==> src/rtl/spi_master_pkg.sv <==
// ============================================================================
// spi_master_pkg : shared SPI master constants and receiver state type
// Rev 1.0
// ============================================================================
`default_nettype none

package spi_master_pkg;

    localparam int SPI_WORD_W        = 32;
    localparam int SPI_RX_FIFO_DEPTH = 8;

    // Receiver shifter states; WAIT_FIFO* are the stalls caused by a full RX FIFO.
    typedef enum logic [1:0] {
        IDLE           = 2'd0,
        RECEIVE        = 2'd1,
        WAIT_FIFO      = 2'd2,
        WAIT_FIFO_DONE = 2'd3
    } spi_rx_state_e;

endpackage : spi_master_pkg

`default_nettype wire

==> src/rtl/spi_master_rx_fifo.sv <==
// ============================================================================
// spi_master_rx_fifo : first-word-fall-through receive word buffer
// Rev 1.0
// ============================================================================
`default_nettype none

module spi_master_rx_fifo
    import spi_master_pkg::*;
#(
    parameter int DATA_WIDTH = SPI_WORD_W,
    parameter int DEPTH      = SPI_RX_FIFO_DEPTH,
    parameter int CNT_WIDTH  = $clog2(DEPTH + 1)
) (
    input  logic                  clk,
    input  logic                  rst,
    input  logic                  clr_i,
    input  logic [DATA_WIDTH-1:0] data_i,
    input  logic                  valid_i,
    output logic                  ready_o,
    output logic [DATA_WIDTH-1:0] data_o,
    output logic                  valid_o,
    input  logic                  ready_i,
    output logic [CNT_WIDTH-1:0]  elements_o,
    output logic                  full_o
);

    localparam int PTR_W = $clog2(DEPTH);
    localparam logic [CNT_WIDTH-1:0] C_DEPTH = CNT_WIDTH'(DEPTH);

    logic [DATA_WIDTH-1:0] r_mem [DEPTH];
    logic [PTR_W-1:0]      r_wr_ptr;
    logic [PTR_W-1:0]      r_rd_ptr;
    logic [CNT_WIDTH-1:0]  r_count;

    logic w_full;
    logic w_empty;
    logic w_push;
    logic w_pop;

    // Occupancy alone decides empty/full, so pointers may wrap freely.
    assign w_full  = (r_count == C_DEPTH);
    assign w_empty = (r_count == '0);
    assign w_push  = valid_i && !w_full;
    assign w_pop   = ready_i && !w_empty;

    assign ready_o    = !w_full;
    assign full_o     = w_full;
    assign valid_o    = !w_empty;
    assign elements_o = r_count;
    assign data_o     = w_empty ? '0 : r_mem[r_rd_ptr];

    always_ff @(posedge clk) begin
        if (rst) begin
            r_wr_ptr <= '0;
            r_rd_ptr <= '0;
            r_count  <= '0;
        end else if (clr_i) begin
            r_wr_ptr <= '0;
            r_rd_ptr <= '0;
            r_count  <= '0;
        end else begin
            if (w_push) begin
                r_wr_ptr <= r_wr_ptr + 1'b1;
            end
            if (w_pop) begin
                r_rd_ptr <= r_rd_ptr + 1'b1;
            end
            if (w_push && !w_pop) begin
                r_count <= r_count + 1'b1;
            end else if (w_pop && !w_push) begin
                r_count <= r_count - 1'b1;
            end
        end
    end

    // Storage is not reset; an empty FIFO masks it on data_o.
    always_ff @(posedge clk) begin
        if (!rst && !clr_i && w_push) begin
            r_mem[r_wr_ptr] <= data_i;
        end
    end

endmodule : spi_master_rx_fifo

`default_nettype wire

==> config.mk <==
export PLATFORM = sky130hd
export DESIGN_NAME = spi_master_rx_fifo
export DESIGN_NICKNAME = d
export VERILOG_FILES = /design/src/rtl/spi_master_pkg.sv /design/src/rtl/spi_master_rx_fifo.sv
export SDC_FILE = /design/constraint.sdc
export NUM_CORES = 1
export LEC_CHECK = 0
export ABC_CLOCK_PERIOD_IN_PS = 4320
export CAP_MARGIN = 15
export CORE_ASPECT_RATIO = 1.1
export CORE_UTILIZATION = 55
export CTS_CLUSTER_DIAMETER = 200
export DETAILED_ROUTE_END_ITERATION = 16
export PLACE_DENSITY = 0.8
export SLEW_MARGIN = 5
export SYNTH_ARGS = -nofsm -noshare
export SYNTH_HDL_FRONTEND = slang
export SYNTH_SLANG_ARGS = --single-unit
==> constraint.sdc <==
create_clock -name clk -period 4.32 [get_ports clk]
set_input_delay 1.08 -clock clk [delete_from_list [all_inputs] [get_ports clk]]
set_output_delay 1.08 -clock clk [all_outputs]
set_load 0.005 [all_outputs]
==> reports/results.tsv, run 1 <==
stage	metric	value	unit
status	status	complete, no violations	
timing	fin_crit_sh	89.9	%
min_path	hold_path.class	reg -> reg	
critical_path	r2r_end	elements_o[3]$_SDFFE_PP0P_	
route	via_per_inst	5.84	
timing	finClkSkew	0.00916	ns
placed_design	place_hpwl	11100	um
critical_path	crit_chain	buf_12 -> mux4_2 -> mux2i_1 -> nor2_1 -> clkdlybuf4s50_1	
critical_path	reg2reg_slack	1.56	ns
critical_path	slowest_delay	0.66	ns
timing	max-slew-margin-rel	58.6	%
floorplan	rows	52	
critical_path	rr_startpoint	elements_o[1]$_SDFFE_PP0P_	
critical_path	worstSetupPathType	reg -> out	
logic_synthesis	synth.yosys.seq_area_share	76.4	%
clock_tree	htreeDepth	1	
logic_synthesis	syn_avg_cell_area	21.6	um^2
route	num_vias	4921	
clock_tree	cts_root_buf	clkbuf_16	
logic_synthesis	syn-cell-area	0.0104	mm^2
critical_path	worst-path-buf-inv	2	
critical_path	arrival	2.80	ns
timing	setup_tns	0	ns
clock_tree	postCtsSetupRepairBufs	0	
logic_synthesis	synthesis.nets	526	
timing	worst_pin_slew	0.621	ns
route	wire_per_inst	22.6	um
final_layout	syn_to_final_growth	19.2	%
logic_synthesis	netlist_instances	483	
critical_path	crit_family	multiplexers	
logic_synthesis	yosys.area.top_type	edfxtp_1	
floorplan	pin_count	76	
grt	grt_first_pass_wirelength	29900	um
critical_path	crit_required	3.24	ns
final_layout	drive_gt1_share	22.4	%
logic_synthesis	postSynthRegisterBits	269	
timing	finalCriticalPeriod	3.88	ns
logic_synthesis	synth.distinct_cells	34	
clock_tree	cts.sinks	269	
timing	maxSlewViolCount	0	
timing	rsz0062_at_grt	no	
grt	grt_max_degree	34	
timing	finalHoldViolCount	0	
power_and_ir_drop	powerDensity	455	mW/mm^2
grt	overflow	0	
placed_design	pre_cts_ws	0.802	ns
placed_design	io_buffers	75	
logic_synthesis	synth_top_area_share	73.9	%
timing	setup_viol_count_final	0	
floorplan	core_area	0.0185	mm^2
power_and_ir_drop	p_leak	0.00381	uW
route	ant_nets	0	
grt	track_usage	20.5	%
critical_path	path_max_fanout	25	
clock_tree	clkTransAtPathRegs	0.06	ns
flow_run	cap_viol_max_count	0	
clock_tree	cts_tree	yes	
final_layout	fin_util	67.1	%
critical_path	r2r_cells	11	
route	drtIter0Drc	402	
min_path	hold_path.startpoint	r_rd_ptr[1]$_SDFFE_PP0P_	
critical_path	cp-start-kind	flop	
clock_tree	cts_inserted_buffers	26	
final_layout	final_net_count	621	
floorplan	die_x	133	um
route	wl	19000	um
clock_tree	ctsResizeCount	0	
timing	layout_setup_ws	0.436	ns
timing	fmaxAchievable	0.257	GHz
clock_tree	cts-hold-fix-buffers	0	
power_and_ir_drop	peakVddDrop	0.361	mV
floorplan	die_h	146	um
clock_tree	cts_buffer_depth	3	
final_layout	final_common_cell	edfxtp_1	
critical_path	end_kind	output pin	
final_layout	final_cell_mix	256 x edfxtp_1, 75 x clkdlybuf4s50_1, 64 x mux4_2, 43 x nor2_1, 33 x mux2i_1	
logic_synthesis	synth.area.top_cells	edfxtp_1 74%, mux4_2 14%, mux2i_1 3.2%, dfxtp_1 2.5%, nor2_1 1.8%	
critical_path	critPathSlowestCell	dfxtp_4	
clock_tree	worstSkewPairLatency	0.51	ns
route	firstDrtPassIters	6	
placed_design	routabilityCongestion	0.735	
logic_synthesis	yosysWarningCount	0	
min_path	worstHoldPathCells	2	
floorplan	dieArea	0.0195	mm^2
grt	grt_pass1_vias	5264	
grt	antenna_found_initial	1	
final_layout	n_fill_cell	1168	
floorplan	start_util	56.3	%
route	drc	0	
## through the flow
stage               total power [uW]  instances  cell area [um^2]  hold slack, ns
floorplan                       3240        483             10400           0.454
global placement                3530        793             11600           0.490
detailed placement              3550        793             11600           0.487
CTS                             5680        841             12400           0.501
global route                    5830        842             12400           0.541
finish                          5640        842             12400           0.501
## sequential cells by signal, indices dropped and copies added, names as in the netlist, named ones only
register / cells
elements_o: 4
r_wr_ptr: 3
r_rd_ptr: 3
r_mem: 256
## where the power goes
part	leakage (uW)	switching, uW	total (uW)	internal [uW]
Clock	0.000401	897	2150	1250
Combinational	0.000993	258	576	318
Sequential	0.00241	32.8	2910	2880
Total	0.00381	1190	5640	4450
## worst max path at each step
stage	start	to	slack [ns]	cells past startpoint
final	flop	data_o[18]	0.44	5
after global routing	flop	data_o[1]	0.25	5
after CTS	flop	data_o[8]	0.38	5
after detailed placement	clr_i	r_mem[3][30]$_DFFE_PP_	0.80	5
after global placement	clr_i	r_mem[3][26]$_DFFE_PP_	0.84	5
after floorplan	clr_i	r_mem[4][0]$_DFFE_PP_	0.28	3
## worst min-delay path: cells and delay by family, from the launching register on
kind            cells  cell delay [ns]
flops               1             0.32
compound gates      1             0.07
simple gates        1             0.06
## kinds of logic (layout without fill, tap and decap cells)
| kind of cell | after synthesis | count (layout) | synth area share (%) |
|---|---|---|---|
| other cells | 0 | 1 | 0 |
| fa+ha+maj | 6 | 6 | 0.793 |
| xor+xnor | 6 | 6 | 0.505 |
| mux | 97 | 97 | 17.0 |
| flops | 269 | 269 | 76.4 |
| compound gates | 7 | 7 | 0.469 |
| buf+inv | 28 | 143 | 1.71 |
| simple gates | 70 | 70 | 3.15 |
## Yosys cell counts
library cell and instances:
nor3_1 1, a211o_1 1, dfxtp_1 13, clkbuf_2 1, ha_1 5, buf_2 9
nor2_1 49, or2_1 1, nor4_2 1, a21oi_1 3, nand3_1 5, fa_1 1
mux2i_1 33, clkbuf_1 6, buf_6 8, nand2_1 3, or3_4 1, inv_2 3
nand3_2 1, xor2_1 5, nand2b_1 2, nand4_1 1, a211oi_1 1, nand2_4 1
nand2_2 1, or4b_1 1, edfxtp_1 256, mux4_2 64, a31o_1 1, xnor2_1 1
and2_1 1, a21oi_2 1, nor3_2 1, inv_1 1
## routing by layer
metal / share of wire (%) / vias up / routed length (um) / global-route usage, %
met4: 1.9 / 0 / 355 / 7.10
met5: 0 / - / 0 / 0
met2: 52 / 149 / 9840 / 34.5
met3: 5.1 / 31 / 967 / 3.02
met1: 41 / 2577 / 7840 / 27.5
li1: - / 2164 / - / -
## layout make-up
class	count	area (um^2)	share of cell area, %
clock inverter	17	130	1.05
clock buffer	31	691	5.57
inverter	4	15.0	0.121
multi-input combinational	186	2350	18.9
antenna	1	2.50	0.0202
tap	243	304	2.45
timing repair buffer	91	958	7.73
sequential	269	7950	64.1
Power figures use the tool's default switching activity.
==> inputs of run 2 (changes only) <==
Settings changed: PLACE_DENSITY 0.8 to not set, PLACE_DENSITY_LB_ADDON set to 0.15.
==> run 2 against run 1 <==
  * Clock-buffer cell count increased by 2
  * Setup slack gained 0.11 ns
  * Hold slack got worse by 0.017 ns
  * Die area stayed put
==> reports/results.tsv, run 2 (synthesis results as in run 1) <==
stage	metric	value	unit	change
status	status	complete, no violations		unchanged
power_and_ir_drop	seq_power_share	51.6	%	about the same
floorplan	start_util	56.3	%	unchanged
placed_design	routabilityCongestion	0.758		was 0.735
route	drc	0		unchanged
final_layout	final_cell_mix	256 x edfxtp_1, 75 x clkdlybuf4s50_1, 64 x mux4_2, 43 x nor2_1, 33 x mux2i_1		unchanged
power_and_ir_drop	clkPwrFrac	37.9	%	was 38.2%
grt	antenna_found_initial	0		was 1
grt	grt_first_pass_wirelength	28600	um	was 29900 um
flow_run	cap_viol_max_count	0		unchanged
floorplan	rows	52		unchanged
clock_tree	clkTransAtPathRegs	0.06	ns	about the same
power_and_ir_drop	intPower	4460	uW	was 4450 uW
final_layout	diodes	0		was 1
timing	finalCriticalPeriod	3.77	ns	was 3.88 ns
floorplan	core_area	0.0185	mm^2	unchanged
clock_tree	cts_root_buf	clkbuf_16		unchanged
route	ant_nets	0		unchanged
placed_design	place_hpwl	10600	um	was 11100 um
critical_path	path_max_fanout	22		was 25
floorplan	die_x	133	um	unchanged
clock_tree	htreeDepth	1		unchanged
route	wl	18300	um	was 19000 um
floorplan	pin_count	76		unchanged
floorplan	dieArea	0.0195	mm^2	unchanged
critical_path	worstSetupPathType	reg -> out		unchanged
timing	setup_tns	0	ns	unchanged
route	via_per_inst	5.73		was 5.84
critical_path	cp-start-kind	flop		unchanged
min_path	hold_path.class	reg -> reg		unchanged
timing	worst_pin_slew	0.679	ns	was 0.621 ns
grt	track_usage	19.5	%	was 20.5%
final_layout	final_common_cell	edfxtp_1		unchanged
timing	setup_viol_count_final	0		unchanged
clock_tree	ctsResizeCount	0		unchanged
final_layout	final_net_count	622		was 621
placed_design	place_inst	793		unchanged
timing	rsz0062_at_grt	no		unchanged
timing	max-slew-margin-rel	54.7	%	was 58.6%
placed_design	io_buffers	75		unchanged
critical_path	crit_required	3.24	ns	about the same
timing	fmaxAchievable	0.265	GHz	was 0.257 GHz
clock_tree	cts_inserted_buffers	27		was 26
final_layout	n_fill_cell	1234		was 1168
critical_path	end_kind	output pin		unchanged
route	drtIter0Drc	222		was 402
clock_tree	cts-hold-fix-buffers	0		unchanged
power_and_ir_drop	p_switching	1170	uW	was 1190 uW
route	firstDrtPassIters	4		was 6
power_and_ir_drop	swShare	20.8	%	was 21.1%
clock_tree	postCtsSetupRepairBufs	0		unchanged
timing	finClkSkew	0.0114	ns	was 0.00916 ns
placed_design	place_area	0.0116	mm^2	about the same
grt	grt_max_degree	33		was 34
clock_tree	cts_tree	yes		unchanged
timing	maxSlewViolCount	0		unchanged
clock_tree	worstSkewPairLatency	0.51	ns	about the same
final_layout	finish.instance_area	0.0124	mm^2	about the same
power_and_ir_drop	powerDensity	455	mW/mm^2	about the same
route	num_vias	4807		was 4921
timing	finalHoldViolCount	0		unchanged
grt	overflow	0		unchanged
final_layout	top_register	r_mem		unchanged
route	wire_per_inst	21.8	um	was 22.6 um
grt	grt_pass1_vias	5248		was 5264
final_layout	largest_reg_flops	256		unchanged
critical_path	arrival	2.69	ns	was 2.80 ns
timing	fin_crit_sh	87.3	%	was 89.9%
final_layout	stdcell_count	839		was 842
power_and_ir_drop	peakVddDrop	0.387	mV	was 0.361 mV
clock_tree	cts_buffer_depth	3		unchanged
clock_tree	cts.sinks	269		unchanged
floorplan	die_h	146	um	unchanged
final_layout	syn_to_final_growth	18.8	%	was 19.2%
final_layout	drive_gt1_share	22.5	%	was 22.4%
power_and_ir_drop	comb_power_share	10.5	%	was 10.2%
power_and_ir_drop	p_leak	0.00379	uW	was 0.00381 uW
run 2: layer usage:
layer / wire [um] / GRT usage, % / vias to the layer above / part of all wire (%)
met2: 9300 / 33.0 / 102 / 51
met4: 296 / 4.83 / 0 / 1.6
met3: 720 / 2.67 / 25 / 3.9
li1: - / - / 2158 / -
met1: 7970 / 27.1 / 2522 / 44
met5: 0 / 0 / - / 0
run 2: stage by stage:
| stage | util (%) | setup WS, ns | hold WS, ns | power, uW |
|---|---|---|---|---|
| final | 66.9 | 0.547 | 0.484 | 5630 |
| after global routing | 66.9 | 0.397 | 0.518 | 5810 |
| after CTS | 66.9 | 0.451 | 0.484 | 5680 |
| after detailed placement | 62.5 | 1.00 | 0.474 | 3560 |
| after global placement | 62.5 | 1.03 | 0.480 | 3540 |
| after floorplan | - | 0.280 | 0.454 | 3240 |
run 2: worst paths after layout:
| check | start | to | slack [ns] | cells after the start |
|---|---|---|---|---|
| max | flop | data_o[1] | 0.55 | 5 |
| min | r_rd_ptr[1]$_SDFFE_PP0P_ | flop | 0.48 | 2 |
| max reg2reg | elements_o[1]$_SDFFE_PP0P_ | elements_o[3]$_SDFFE_PP0P_ | 1.62 | 10 |
| min reg2reg | r_rd_ptr[1]$_SDFFE_PP0P_ | flop | 0.48 | 2 |
run 2: worst max-delay path, cell delays in order, from the launching register on:
cell and delay [ns]:
dfxtp_2 0.73, buf_4 0.38, mux4_2 0.33, mux2i_1 0.21
nor2_1 0.07, clkdlybuf4s50_1 0.46
run 2: final cells by class:
class	count	area [um^2]	share of cell area, %
Tap cell	243	304	2.46
Multi-Input combinational cell	186	2350	19.0
Clock inverter	13	110	0.891
Sequential cell	269	7950	64.3
Timing Repair Buffer	91	933	7.55
Inverter	4	15.0	0.121
Clock buffer	33	698	5.65
run 2: power groups by stage:
| stage | clock network, uW | logic (uW) | registers (uW) |
|---|---|---|---|
| finish | 2140 | 589 | 2900 |
| CTS | 2180 | 602 | 2900 |
| floorplan | 0 | 295 | 2950 |
| global placement | 0 | 589 | 2960 |
| global route | 2260 | 642 | 2910 |
| detailed placement | 0 | 597 | 2960 |
==> inputs of run 3 (changes only) <==
Settings changed: RECOVER_POWER set to 100.
==> run 3 against run 2 <==
  * The flow now finishes with violations (capacitance limit, slew limit)
  * Sequential cell count unchanged
  * Clock power about the same
  * Clock skew is 0.0016 ns higher
  * Global-route usage is the same
  * Sequential power hardly changed
  * Die area unchanged
  * Hold slack barely moved
  * Maximum frequency down 4.0%
  * Design area is 0.88% lower
  * Sequential share of layout area is 0.57 points higher
  * Via count barely moved
  * Critical endpoint unchanged
==> reports/results.tsv, run 3 (synthesis results as in run 1) <==
stage	metric	value	unit	change
critical_path	arrival	2.85	ns	was 2.69 ns
power_and_ir_drop	p_leak	0.00386	uW	was 0.00379 uW
placed_design	io_buffers	75		unchanged
floorplan	core_area	0.0185	mm^2	unchanged
clock_tree	cts_root_buf	clkbuf_16		unchanged
final_layout	final_cell_mix	256 x edfxtp_1, 67 x dlygate4sd3_1, 64 x mux4_2, 46 x nor2_1, 33 x mux2i_1		was 256 x edfxtp_1, 75 x clkdlybuf4s50_1, 64 x mux4_2, 43 x nor2_1, 33 x mux2i_1
critical_path	end_kind	output pin		unchanged
timing	rsz0062_at_grt	no		unchanged
floorplan	dieArea	0.0195	mm^2	unchanged
floorplan	die_x	133	um	unchanged
floorplan	pin_count	76		unchanged
floorplan	start_util	56.3	%	unchanged
flow_run	cap_viol_max_count	3		was 0
timing	fin_crit_sh	91.0	%	was 87.3%
timing	maxSlewViolCount	51		was 0
timing	finalHoldViolCount	0		unchanged
clock_tree	clkTransAtPathRegs	0.06	ns	about the same
final_layout	final_net_count	622		unchanged
final_layout	fin_util	66.3	%	was 66.9%
critical_path	reg2reg_slack	0.95	ns	was 1.62 ns
timing	finClkSkew	0.0130	ns	was 0.0114 ns
critical_path	path_max_fanout	22		unchanged
final_layout	largest_reg_flops	256		unchanged
route	via_per_inst	5.73		about the same
route	drtIter0Drc	237		was 222
timing	setup_viol_count_final	0		unchanged
placed_design	routabilityCongestion	0.758		unchanged
clock_tree	cts_buffer_depth	3		unchanged
critical_path	crit_required	3.24	ns	about the same
route	firstDrtPassIters	4		unchanged
route	wl	18200	um	was 18300 um
final_layout	finish.instance_area	0.0123	mm^2	was 0.0124 mm^2
critical_path	critPathSlowestCell	dfxtp_2		unchanged
floorplan	rows	52		unchanged
grt	grt_max_degree	33		unchanged
final_layout	drive_gt1_share	20.6	%	was 22.5%
clock_tree	cts.sinks	269		unchanged
power_and_ir_drop	peakVddDrop	0.387	mV	about the same
status	status	complete, but fails checks		was complete, no violations
route	drc	0		unchanged
placed_design	place_area	0.0116	mm^2	unchanged
route	ant_nets	0		unchanged
grt	grt_pass1_vias	5248		unchanged
clock_tree	postCtsSetupRepairBufs	0		unchanged
timing	setup_tns	0	ns	unchanged
final_layout	syn_to_final_growth	17.7	%	was 18.8%
route	num_vias	4811		was 4807
grt	grt_first_pass_wirelength	28600	um	unchanged
min_path	hold_path.class	reg -> reg		unchanged
critical_path	worstSetupPathType	reg -> out		unchanged
grt	track_usage	19.5	%	unchanged
timing	finalCriticalPeriod	3.93	ns	was 3.77 ns
final_layout	diodes	0		unchanged
grt	antenna_found_initial	1		was 0
clock_tree	cts_tree	yes		unchanged
final_layout	n_fill_cell	1247		was 1234
critical_path	slowest_delay	0.73	ns	about the same
placed_design	place_hpwl	10600	um	unchanged
clock_tree	htreeDepth	1		unchanged
critical_path	cp-start-kind	flop		unchanged
route	wire_per_inst	21.7	um	was 21.8 um
timing	worst_pin_slew	1.67	ns	was 0.679 ns
floorplan	die_h	146	um	unchanged
power_and_ir_drop	powerDensity	455	mW/mm^2	about the same
grt	overflow	0		unchanged
final_layout	top_register	r_mem		unchanged
final_layout	final_common_cell	edfxtp_1		unchanged
critical_path	crit_family	buffers and inverters		unchanged
critical_path	worst-path-buf-inv	2		unchanged
clock_tree	cts_inserted_buffers	27		unchanged
status	failed_checks	capacitance limit, slew limit		
timing	fmaxAchievable	0.254	GHz	was 0.265 GHz
clock_tree	cts-hold-fix-buffers	0		unchanged
clock_tree	worstSkewPairLatency	0.51	ns	about the same
timing	max-slew-margin-rel	-11.9	%	was 54.7%
clock_tree	ctsResizeCount	0		unchanged
critical_path	crit_chain	buf_4 -> mux4_2 -> mux2i_1 -> nor2_1 -> dlygate4sd3_1		was buf_4 -> mux4_2 -> mux2i_1 -> nor2_1 -> clkdlybuf4s50_1
timing	fin_worst_hold_slack	0.484	ns	about the same
## run 3: changes by cell type in the layout (fill, tap and decap cells not counted), sizes merged
| cell | previous run | this run |
|---|---|---|
| buf | 16 | 7 |
| clkinv | 10 | 11 |
| inv | 4 | 3 |
| clkbuf | 33 | 42 |
| clkdlybuf4s50 | 75 | 8 |
| dlygate4sd3 | 0 | 67 |
## run 3: metal layers
layer | routed length, um | vias to the layer above | global-route usage [%]
met4 | 299 | 2 | 4.83
met3 | 697 | 28 | 2.67
met5 | 10 | - | 0
li1 | - | 2154 | -
met1 | 7950 | 2512 | 27.1
met2 | 9240 | 115 | 33.0
## run 3: where the power goes
| part | leakage, uW | internal (uW) | total, uW | switching (uW) |
|---|---|---|---|---|
| Combinational | 0.00105 | 283 | 543 | 260 |
| Clock | 0.000393 | 1260 | 2140 | 879 |
| Sequential | 0.00241 | 2880 | 2900 | 23.0 |
| Total | 0.00386 | 4420 | 5580 | 1160 |
## run 3: final cells by class
type / count / area (um^2) / area share [%]
clock inverters: 13 / 110 / 0.899
multi-input cells: 186 / 2300 / 18.8
inverters: 4 / 15.0 / 0.123
clock buffers: 33 / 698 / 5.70
flip-flops and latches: 269 / 7950 / 64.9
repair buffers: 91 / 872 / 7.12
well taps: 243 / 304 / 2.48
## run 3: worst paths after layout
check / start / to / cells past startpoint
min reg2reg: r_rd_ptr[1]$_SDFFE_PP0P_ / flop / 2
min: r_rd_ptr[1]$_SDFFE_PP0P_ / flop / 2
max: flop / data_o[1] / 5
max reg2reg: elements_o[0]$_SDFFE_PP0P_ / r_mem[5][14]$_DFFE_PP_ / 4
## run 3: worst register-to-register path: stages (launching register included)
cell and delay (ns):
dfxtp_1 0.51, or4b_1 0.28, nand4_1 0.21, nor2_1 1.30
clkbuf_2 0.69
## run 3: stage by stage
step	setup slack (ns)	std cells	power, uW
after floorplan	0.280	483	3240
after global placement	1.03	793	3540
after detailed placement	1.00	793	3560
after CTS	0.451	839	5680
after global routing	0.221	839	5760
final	0.389	839	5580
